### src/rtl/ex_muldiv.sv
`default_nettype none
// ============================================================================
// Module      : ex_muldiv
// Description : Iterative 32-bit multiply/divide unit for the EX stage.
//               Shift-add multiply (LSB first) and restoring divide (MSB
//               first), one bit per cycle, with sign fix-up on completion.
//               Raises a stall request while busy and pulses done/whilo_e
//               for one cycle with registered {hi,lo} results.
// Revision    : 1.0 - initial release
// ============================================================================
module ex_muldiv #(
   parameter int DW = 32
) (
   input  logic          clk,
   input  logic          rst,
   input  logic          start,
   input  logic [1:0]    op,
   input  logic [DW-1:0] src_a,
   input  logic [DW-1:0] src_b,
   input  logic          cancel,
   output logic          stallreq,
   output logic          done,
   output logic [DW-1:0] hi_out,
   output logic [DW-1:0] lo_out,
   output logic          whilo_e
);

   localparam int CW = $clog2(DW);
   localparam logic [CW-1:0] c_cnt_last = CW'(DW - 1);

   typedef enum logic [1:0] {
      S_IDLE = 2'd0,
      S_RUN  = 2'd1,
      S_FIN  = 2'd2
   } state_t;

   state_t          state_q, state_d;
   logic [CW-1:0]   cnt_q, cnt_d;
   logic            is_div_q, is_div_d;
   logic            sa_q, sa_d;
   logic            sb_q, sb_d;
   logic [DW-1:0]   opb_q, opb_d;     // multiplicand or divisor magnitude
   logic [2*DW-1:0] acc_q, acc_d;     // product / {remainder, quotient}
   logic [DW-1:0]   hi_q, hi_d;
   logic [DW-1:0]   lo_q, lo_d;
   logic            done_q, done_d;

   // Operand magnitudes at issue; unsigned ops keep raw values
   logic            w_signed_op;
   logic            w_sa;
   logic            w_sb;
   logic [DW-1:0]   w_mag_a;
   logic [DW-1:0]   w_mag_b;

   // One iteration of either algorithm
   logic [DW:0]     w_mul_sum;
   logic [2*DW-1:0] w_mul_next;
   logic [DW:0]     w_partial;
   logic            w_q_bit;
   logic [DW-1:0]   w_rem_new;
   logic [2*DW-1:0] w_div_next;
   logic [2*DW-1:0] w_step_next;

   // Sign-corrected final results
   logic [2*DW-1:0] w_prod_fix;
   logic [DW-1:0]   w_quot_fix;
   logic [DW-1:0]   w_rem_fix;

   // Issue-time operand conditioning
   always_comb begin
      w_signed_op = ~op[0];
      w_sa        = w_signed_op & src_a[DW-1];
      w_sb        = w_signed_op & src_b[DW-1];
      w_mag_a     = w_sa ? (~src_a + 1'b1) : src_a;
      w_mag_b     = w_sb ? (~src_b + 1'b1) : src_b;
   end

   // Single iteration datapath plus sign fix-up of the iteration result
   always_comb begin
      // Multiply: add multiplicand into the upper half when the current
      // multiplier bit (acc[0]) is set, then shift the whole thing right.
      w_mul_sum   = {1'b0, acc_q[2*DW-1:DW]} + (acc_q[0] ? {1'b0, opb_q} : '0);
      w_mul_next  = {w_mul_sum, acc_q[DW-1:1]};

      // Divide: shift left one bit; the 33-bit partial remainder covers the
      // bit shifted out of the top. The subtraction only matters when it
      // cannot borrow, so a 32-bit difference is exact in that case.
      w_partial   = acc_q[2*DW-1:DW-1];
      w_q_bit     = (w_partial >= {1'b0, opb_q});
      w_rem_new   = w_q_bit ? (w_partial[DW-1:0] - opb_q) : w_partial[DW-1:0];
      w_div_next  = {w_rem_new, acc_q[DW-2:0], w_q_bit};

      w_step_next = is_div_q ? w_div_next : w_mul_next;

      // Quotient follows sa^sb; remainder follows the dividend's sign
      w_prod_fix  = (sa_q ^ sb_q) ? (~w_step_next + 1'b1) : w_step_next;
      w_quot_fix  = (sa_q ^ sb_q) ? (~w_step_next[DW-1:0] + 1'b1)
                                  : w_step_next[DW-1:0];
      w_rem_fix   = sa_q ? (~w_step_next[2*DW-1:DW] + 1'b1)
                         : w_step_next[2*DW-1:DW];
   end

   // Next-state and next-output logic; cancel overrides everything
   always_comb begin
      state_d  = state_q;
      cnt_d    = cnt_q;
      is_div_d = is_div_q;
      sa_d     = sa_q;
      sb_d     = sb_q;
      opb_d    = opb_q;
      acc_d    = acc_q;
      hi_d     = hi_q;
      lo_d     = lo_q;
      done_d   = 1'b0;

      case (state_q)
         S_IDLE: begin
            if (start) begin
               is_div_d = op[1];
               sa_d     = w_sa;
               sb_d     = w_sb;
               cnt_d    = '0;
               if (op[1] && (src_b == '0)) begin
                  // Divide by zero: fixed result, no iteration
                  hi_d    = src_a;
                  lo_d    = '1;
                  done_d  = 1'b1;
                  state_d = S_FIN;
               end else if (op[1]) begin
                  acc_d   = {{DW{1'b0}}, w_mag_a};
                  opb_d   = w_mag_b;
                  state_d = S_RUN;
               end else begin
                  acc_d   = {{DW{1'b0}}, w_mag_b};
                  opb_d   = w_mag_a;
                  state_d = S_RUN;
               end
            end
         end

         S_RUN: begin
            acc_d = w_step_next;
            cnt_d = cnt_q + 1'b1;
            if (cnt_q == c_cnt_last) begin
               cnt_d   = '0;
               done_d  = 1'b1;
               state_d = S_FIN;
               if (is_div_q) begin
                  hi_d = w_rem_fix;
                  lo_d = w_quot_fix;
               end else begin
                  hi_d = w_prod_fix[2*DW-1:DW];
                  lo_d = w_prod_fix[DW-1:0];
               end
            end
         end

         S_FIN: begin
            // Held instruction is ignored here so it does not restart
            state_d = S_IDLE;
         end

         default: begin
            state_d = S_IDLE;
         end
      endcase

      if (cancel) begin
         state_d = S_IDLE;
         cnt_d   = '0;
         done_d  = 1'b0;
         hi_d    = '0;
         lo_d    = '0;
      end
   end

   // State and result registers
   always_ff @(posedge clk) begin
      if (rst) begin
         state_q  <= S_IDLE;
         cnt_q    <= '0;
         is_div_q <= 1'b0;
         sa_q     <= 1'b0;
         sb_q     <= 1'b0;
         opb_q    <= '0;
         acc_q    <= '0;
         hi_q     <= '0;
         lo_q     <= '0;
         done_q   <= 1'b0;
      end else begin
         state_q  <= state_d;
         cnt_q    <= cnt_d;
         is_div_q <= is_div_d;
         sa_q     <= sa_d;
         sb_q     <= sb_d;
         opb_q    <= opb_d;
         acc_q    <= acc_d;
         hi_q     <= hi_d;
         lo_q     <= lo_d;
         done_q   <= done_d;
      end
   end

   // Stall is combinational so the pipeline freezes in the issue cycle
   always_comb begin
      stallreq = (((state_q == S_IDLE) && start) || (state_q == S_RUN)) && !cancel;
      done     = done_q;
      whilo_e  = done_q;
      hi_out   = hi_q;
      lo_out   = lo_q;
   end

endmodule
`default_nettype wire

### config.mk
export PLATFORM = sky130hd
export DESIGN_NAME = ex_muldiv
export DESIGN_NICKNAME = d
export VERILOG_FILES = /design/src/rtl/ex_muldiv.sv
export SDC_FILE = /design/constraint.sdc
export NUM_CORES = 1
export LEC_CHECK = 0
export CAP_MARGIN = 20
export CORE_MARGIN = 3
export CORE_UTILIZATION = 60
export CTS_BUF_LIST = sky130_fd_sc_hd__clkbuf_2 sky130_fd_sc_hd__clkbuf_4 sky130_fd_sc_hd__clkbuf_8
export CTS_CLUSTER_SIZE = 8
export DETAILED_ROUTE_END_ITERATION = 8
export PLACE_DENSITY = 0.82
export SLEW_MARGIN = 25
export SYNTH_ARGS = -nofsm -noshare
export SYNTH_HDL_FRONTEND = slang
export SYNTH_SLANG_ARGS = --single-unit
### constraint.sdc
create_clock -name clk -period 7.65 [get_ports clk]
set_input_delay 1.1475 -clock clk [delete_from_list [all_inputs] [get_ports clk]]
set_output_delay 1.1475 -clock clk [all_outputs]
set_load 0.02 [all_outputs]
==> results of run 1 <==
-- sequential cells by signal, indices dropped and copies added, names as in the netlist --
signal    cells
acc_q        64
cnt_q         5
done          1
hi_out       32
is_div_q      1
lo_out       32
opb_q        32
sa_q          1
sb_q          1
state_q       2
-- where the power goes --
part / internal [mW] / total, mW / switching, mW
Combinational: 0.343 / 0.997 / 0.654
Clock: 0.288 / 0.738 / 0.450
Sequential: 0.927 / 0.968 / 0.0409
-- per-layer routing --
metal / vias to the layer above / routed length (um) / global-route usage (%)
met5: - / 13 / 0
met4: 2 / 4450 / 24.1
met3: 299 / 8220 / 11.7
met2: 1385 / 25300 / 62.4
met1: 8289 / 23600 / 55.7
li1: 7960 / - / -
-- worst paths after layout --
path,end,start
worst max-delay path,hi_out[26]$_SDFFE_PP0P_,opb_q[6]$_SDFFE_PP0P_
worst min-delay path,opb_q[29]$_SDFFE_PP0P_,opb_q[29]$_SDFFE_PP0P_
worst max register to register,hi_out[26]$_SDFFE_PP0P_,opb_q[6]$_SDFFE_PP0P_
worst min register to register,opb_q[29]$_SDFFE_PP0P_,opb_q[29]$_SDFFE_PP0P_
-- Yosys cell counts, types with 37 or more instances --
cell type	instances	area, um^2
o21ai_0	113	566
nand2_1	252	946
a21oi_1	261	1310
xor2_1	72	631
mux2i_1	37	370
nor3_1	69	345
clkbuf_1	95	357
dfxtp_1	171	3420
nor2_1	248	931
a31oi_1	46	288
inv_1	70	263
o211ai_1	57	428
nand3_1	50	250
a211oi_1	47	353
xnor2_1	86	753
ha_1	70	876
-- kinds of logic (layout without fill, tap and decap cells) --
logic type,Yosys count,in the layout,share of synthesized area [%]
AO/OA/AOI/OAI,706,706,29.7
AND/OR/NAND/NOR,806,806,24.2
multiplexers,52,52,3.47
other,0,2,0
flip-flops,171,171,22.0
XOR/XNOR,158,158,8.90
buffers and inverters,217,263,5.79
adder cells (fa/ha/maj),72,72,5.89
-- per-stage QoR --
| stage | cell area, um^2 | hold slack [ns] |
|---|---|---|
| after global placement | 16900 | 0.441 |
| after detailed placement | 16900 | 0.443 |
| after CTS | 17300 | 0.457 |
| after floorplan | 15500 | 0.432 |
| after global routing | 17400 | 0.475 |
| final | 17400 | 0.460 |
-- final cells by class --
class / count / area [um^2]
Sequential cell: 171 / 3430
Clock buffer: 17 / 234
Inverter: 70 / 263
Timing Repair Buffer: 161 / 1540
Fill cell: 2280 / 7970
Clock inverter: 15 / 220
Tap cell: 330 / 413
Multi-Input combinational cell: 1794 / 11300
Antenna cell: 2 / 5.00
-- worst register-to-register path, cell delays in order (launching register included) --
cell,delay (ns)
dfxtp_1,0.34
inv_1,0.06
ha_1,0.42
a21o_1,0.27
a221oi_2,0.39
or3_4,0.21
a311o_1,0.52
a21oi_2,0.24
a21o_1,0.25
inv_1,0.08
ha_1,0.19
o2111ai_1,0.23
or4_1,0.66
nor4_1,0.66
nor2_1,0.18
nor2_1,0.19
nor2_1,0.10
nor2_4,0.15
nand3_1,0.11
o31ai_2,0.26
xnor2_1,0.14
o21ai_1,0.08
o211a_1,0.15
==> run metrics, run 1 <==
Syn Inst Count 2182; status complete, no violations; CP max stage cell or4_1; layout cell share with drive strength beyond 1 6.60%; Slew headroom 25.9%; Core Area 0.0253 mm^2; fmax 168 MHz; # setup viols final 0; critical path, cell by cell inv_1, ha_1, a21o_1, a221oi_2, or3_4, a311o_1, a21oi_2, a21o_1, inv_1, ha_1, o2111ai_1, or4_1, nor4_1, nor2_1, nor2_1, nor2_1, nor2_4, nand3_1, o31ai_2, xnor2_1, o21ai_1, o211a_1; placed cell count 2526; worst-path maximum fanout 9; Util after Layout 68.5%; final worst slack 1.69 ns; post-DP HPWL 47300 um; gpl congestion 1.05; Cell Area, Synth 0.0155 mm^2; clock buffer depth 2; Layout Nets 2357; Tightest Hold Check Type register to register; Syn Nets 2324; most common cell after layout, fill and taps aside a21oi_1; most used cell, CP nor2_1; DR WL/cell 24.1 um; Worst path top cell family by delay compound AO/OA/AOI/OAI gates; CTS Hold Bufs 0; maximum VDD drop 0.000116 V; vias in the first global route 16200; Tcrit/Tclk final 77.9%; post-CTS setup buffers 0; Final Hold Fails 0; Cells on Worst Hold Path 2; PortBufs 136; total power per unit cell area 156 mW/mm^2; element type at the critical path start register; Leak 6.63 nW; ys async rst share 0%; first-pass GRT wire length 93800 um; Final ANT Viol Nets 0; post-layout min period 5.96 ns; H-tree levels 4; Vias per Instance 7.01; die width 167 um; GR Util All Layers 42.3%; Seq cells post-synth 171; Initial Util 61.4%; total power 2.70 mW; largest net degree at the start of global routing 82; Die ar. 0.0279 mm^2; CTS tree done; # clock sinks 171; CP Data Required Time 8.07 ns; routed wire length 61600 um; 1st-iter DRT viols 2983; sequential share of the synthesized area 22.0%; r2r worst-path depth 22; GR Overflow Total 0; logic depth of the worst path, buffers included 22; actual slew at the worst max-slew pin 1.11 ns; maxcap violations 0; crit path DAT 6.38 ns; Final Skew 0.0271 ns; synth warn 0; DR pass1 iterations 7; clock latency on the worst-skew pair 0.51 ns; area grow syn2layout 11.7%; CP Buf/Inv Count 2; Mean Syn Cell Area 7.12 um^2; CP endpoint kind register; clock transition at the registers of the reported paths 0.12 ns; commonest register cell after synthesis dfxtp_1; most frequent cells in the layout a21oi_1, nand2_1, nor2_1; unrepaired setup endpoints after global routing no; die height 167 um; Clock Tree Root clkbuf_8; Final Non-Filler Cells 2560; post-synth cell types 96; Resized cells post-CTS 0; total number of vias 17900; CTS buffer count 17; crit-path max cell delay 0.66 ns; WS Path Type register to register; final setup TNS 0 ns; initial antenna violation count 2; DRC Markers 0; Slew Viols, Final 0; Post-synth EDFFs 0; I/O pin count 137; row cnt 58; R2R Setup Slk 1.69 ns; Placement Setup Slack 1.86 ns
Note: power is estimated with default switching activity, not from simulation.
==> inputs of run 2 (changes only) <==
- CORE_UTILIZATION: 60 -> 55
- PLACE_DENSITY: 0.82 -> 0.8
- clock period: 7.65 -> 4.95 ns (I/O delays scaled with it)
==> run 2 against run 1 <==
  * Sequential share of layout area decreased by 1.3 points
  * Worst setup slack got worse by 1.5 ns
  * Maximum frequency increased by 26%
  * Via count increased by 2.2%
  * Wire length increased by 8.6%
  * Die area increased by 8.8%
  * Clock skew decreased by 0.0042 ns
==> run metrics, run 2 (synthesis results as in run 1) <==
status complete, no violations; critical path, cell by cell and2_1, ha_1, inv_1, fa_1, nand2b_1, a21o_1, a2111o_1, a31o_1, buf_4, o211ai_1, nand2_1, xnor2_1, o22ai_1, nand3_1, or3_1, o31ai_2, xor2_1, a21oi_1; FF+latch area 0.00343 mm^2 (about the same); Int Power 2.47 mW (+58%); DR WL/cell 24.5 um (+1.7%); layout cell share with drive strength beyond 1 12.5% (+5.9 points); I/O pin count 137 (unchanged); GR Overflow Total 0 (unchanged); post-DP HPWL 52400 um (+11%); # setup viols final 0 (unchanged); total power per unit cell area 232 mW/mm^2 (+49%); Clock Tree Root clkbuf_8; DR pass1 iterations 7 (unchanged); Tightest Hold Check Type register to register; area grow syn2layout 19.4%; clock buffer depth 2 (unchanged); most frequent cells in the layout a21oi_1, nand2_1, nor2_1; Net Sw Power 1.84 mW (+61%); most common cell after layout, fill and taps aside a21oi_1; max reg flops 64 (unchanged); DRC Markers 0 (unchanged); Worst path top cell family by delay compound AO/OA/AOI/OAI gates; Leak 7.28 nW (+9.7%); Slew Viols, Final 0 (unchanged); CTS Hold Bufs 0 (unchanged); H-tree levels 4 (unchanged); Clock power frac 24.9% (-2.4 points); Final Skew 0.0229 ns (-0.00420 ns); CTS tree done; routed wire length 66900 um (+8.6%); Multi-input gate area 0.0114 mm^2 (+1.1%); CP max stage cell a2111o_1; largest net degree at the start of global routing 91 (+11%); fmax 211 MHz (+26%); PortBufs 136 (unchanged); Most flops, register acc_q; total number of vias 18300 (+2.2%); Core Area 0.0273 mm^2 (+7.9%); initial antenna violation count 2 (unchanged); Final Hold Fails 0 (unchanged); total power 4.31 mW (+59%); row cnt 60 (+3.4%); Slew headroom 26.9% (+1.0 points); maxcap violations 0 (unchanged); Initial Util 56.9% (-4.5 points); sw frac 42.7% (+0.39 points); post-layout min period 4.73 ns (-1.23 ns); WS Path Type register to register; GR Util All Layers 42.7% (+0.32 points); Reg power frac 34.8% (-1.0 points); # clock sinks 171 (unchanged); CP endpoint kind register; Layout Nets 2488 (+5.6%); Logic pwr share 40.3% (+3.4 points); gpl congestion 1.08 (+2.4%); Final ANT Viol Nets 0 (unchanged); 1st-iter DRT viols 2834 (-5.0%); worst hold margin 0.462 ns (+0.00173 ns); Tcrit/Tclk final 95.5% (+18 points); CTS buffer count 17 (unchanged); crit path DAT 5.11 ns (-1.27 ns); vias in the first global route 16900 (+3.9%); crit-path max cell delay 0.51 ns (-0.15 ns); Post-Layout Inst Area 0.0186 mm^2 (+6.9%); CP Data Required Time 5.33 ns (-2.74 ns); clock latency on the worst-skew pair 0.52 ns (about the same); clock transition at the registers of the reported paths 0.11 ns (about the same); CP Buf/Inv Count 2 (unchanged); worst-path maximum fanout 5 (-4); actual slew at the worst max-slew pin 1.09 ns (-0.0179 ns); maximum VDD drop 0.000198 V (+71%); Die ar. 0.0303 mm^2 (+8.8%); Vias per Instance 6.71 (-4.2%); Placed Area 0.0180 mm^2 (+6.4%); Util after Layout 67.9% (-0.63 points); first-pass GRT wire length 102000 um (+8.4%); die height 174 um (+4.3%); Layout fillers 2457 (+7.8%); die width 174 um (+4.3%); element type at the critical path start register
-- run 2: cell count changes in the layout (fill, tap and decap cells not counted), sizes merged --
cell | before | now
buf | 27 | 158
bufinv | 1 | 0
clkinvlp | 0 | 2
diode | 2 | 1
clkinv | 9 | 6
inv | 75 | 77
-- run 2: what timing repair did --
item                                    4_1_cts  5_1_grt
endpoints found under the hold margin         0        0
endpoints found under the setup margin        0        9
resized for setup                             0       24
setup buffers                                 0        3
-- run 2: final cells by class --
| cell class | instances | share of cell area [%] |
|---|---|---|
| diodes | 1 | 0.0135 |
| clock buffers | 17 | 1.26 |
| clock inverters | 15 | 0.964 |
| inverters | 70 | 1.42 |
| multi-input cells | 1794 | 61.3 |
| flip-flops and latches | 171 | 18.5 |
| well taps | 372 | 2.51 |
| repair buffers | 292 | 14.1 |
-- run 2: worst paths after layout --
kind	from	cells after the start	end	slack, ns
worst max register to register	acc_q[0]$_SDFFE_PP0P_	18	hi_out[30]$_SDFFE_PP0P_	0.22
worst max-delay path	acc_q[0]$_SDFFE_PP0P_	18	hi_out[30]$_SDFFE_PP0P_	0.22
worst min register to register	opb_q[10]$_SDFFE_PP0P_	2	opb_q[10]$_SDFFE_PP0P_	0.46
worst min-delay path	opb_q[10]$_SDFFE_PP0P_	2	opb_q[10]$_SDFFE_PP0P_	0.46
-- run 2: layer usage --
layer / track usage [%] / part of all wire [%] / up-vias
met5: 0 / 0 / -
met4: 15.0 / 4.3 / 0
met3: 11.1 / 13 / 210
met2: 63.1 / 42 / 1280
met1: 60.0 / 41 / 8616
li1: - / - / 8230
-- run 2: through the flow --
stage / setup TNS, ns / std cells / setup WS, ns
after CTS: 0 / 2727 / 0.157
after global routing: -0.0654 / 2731 / -0.0475
after detailed placement: 0 / 2695 / 0.156
after floorplan: 0 / 2182 / 0.0593
after global placement: 0 / 2695 / 0.268
final: 0 / 2732 / 0.220
-- run 2: tightest hold or removal path, cell delays in order (launching register included) --
cell and delay [ns]:
dfxtp_1 0.33, nand2_1 0.05, a21oi_1 0.05
-- run 2: power by group through the flow --
stage	Sequential, mW	Clock, mW	Combinational [mW]
5_1_grt	1.50	1.11	1.84
6_report	1.50	1.07	1.74
3_5_place_dp	1.53	0	1.64
3_3_place_gp	1.52	0	1.62
2_1_floorplan	1.51	0	1.03
4_1_cts	1.49	1.06	1.65
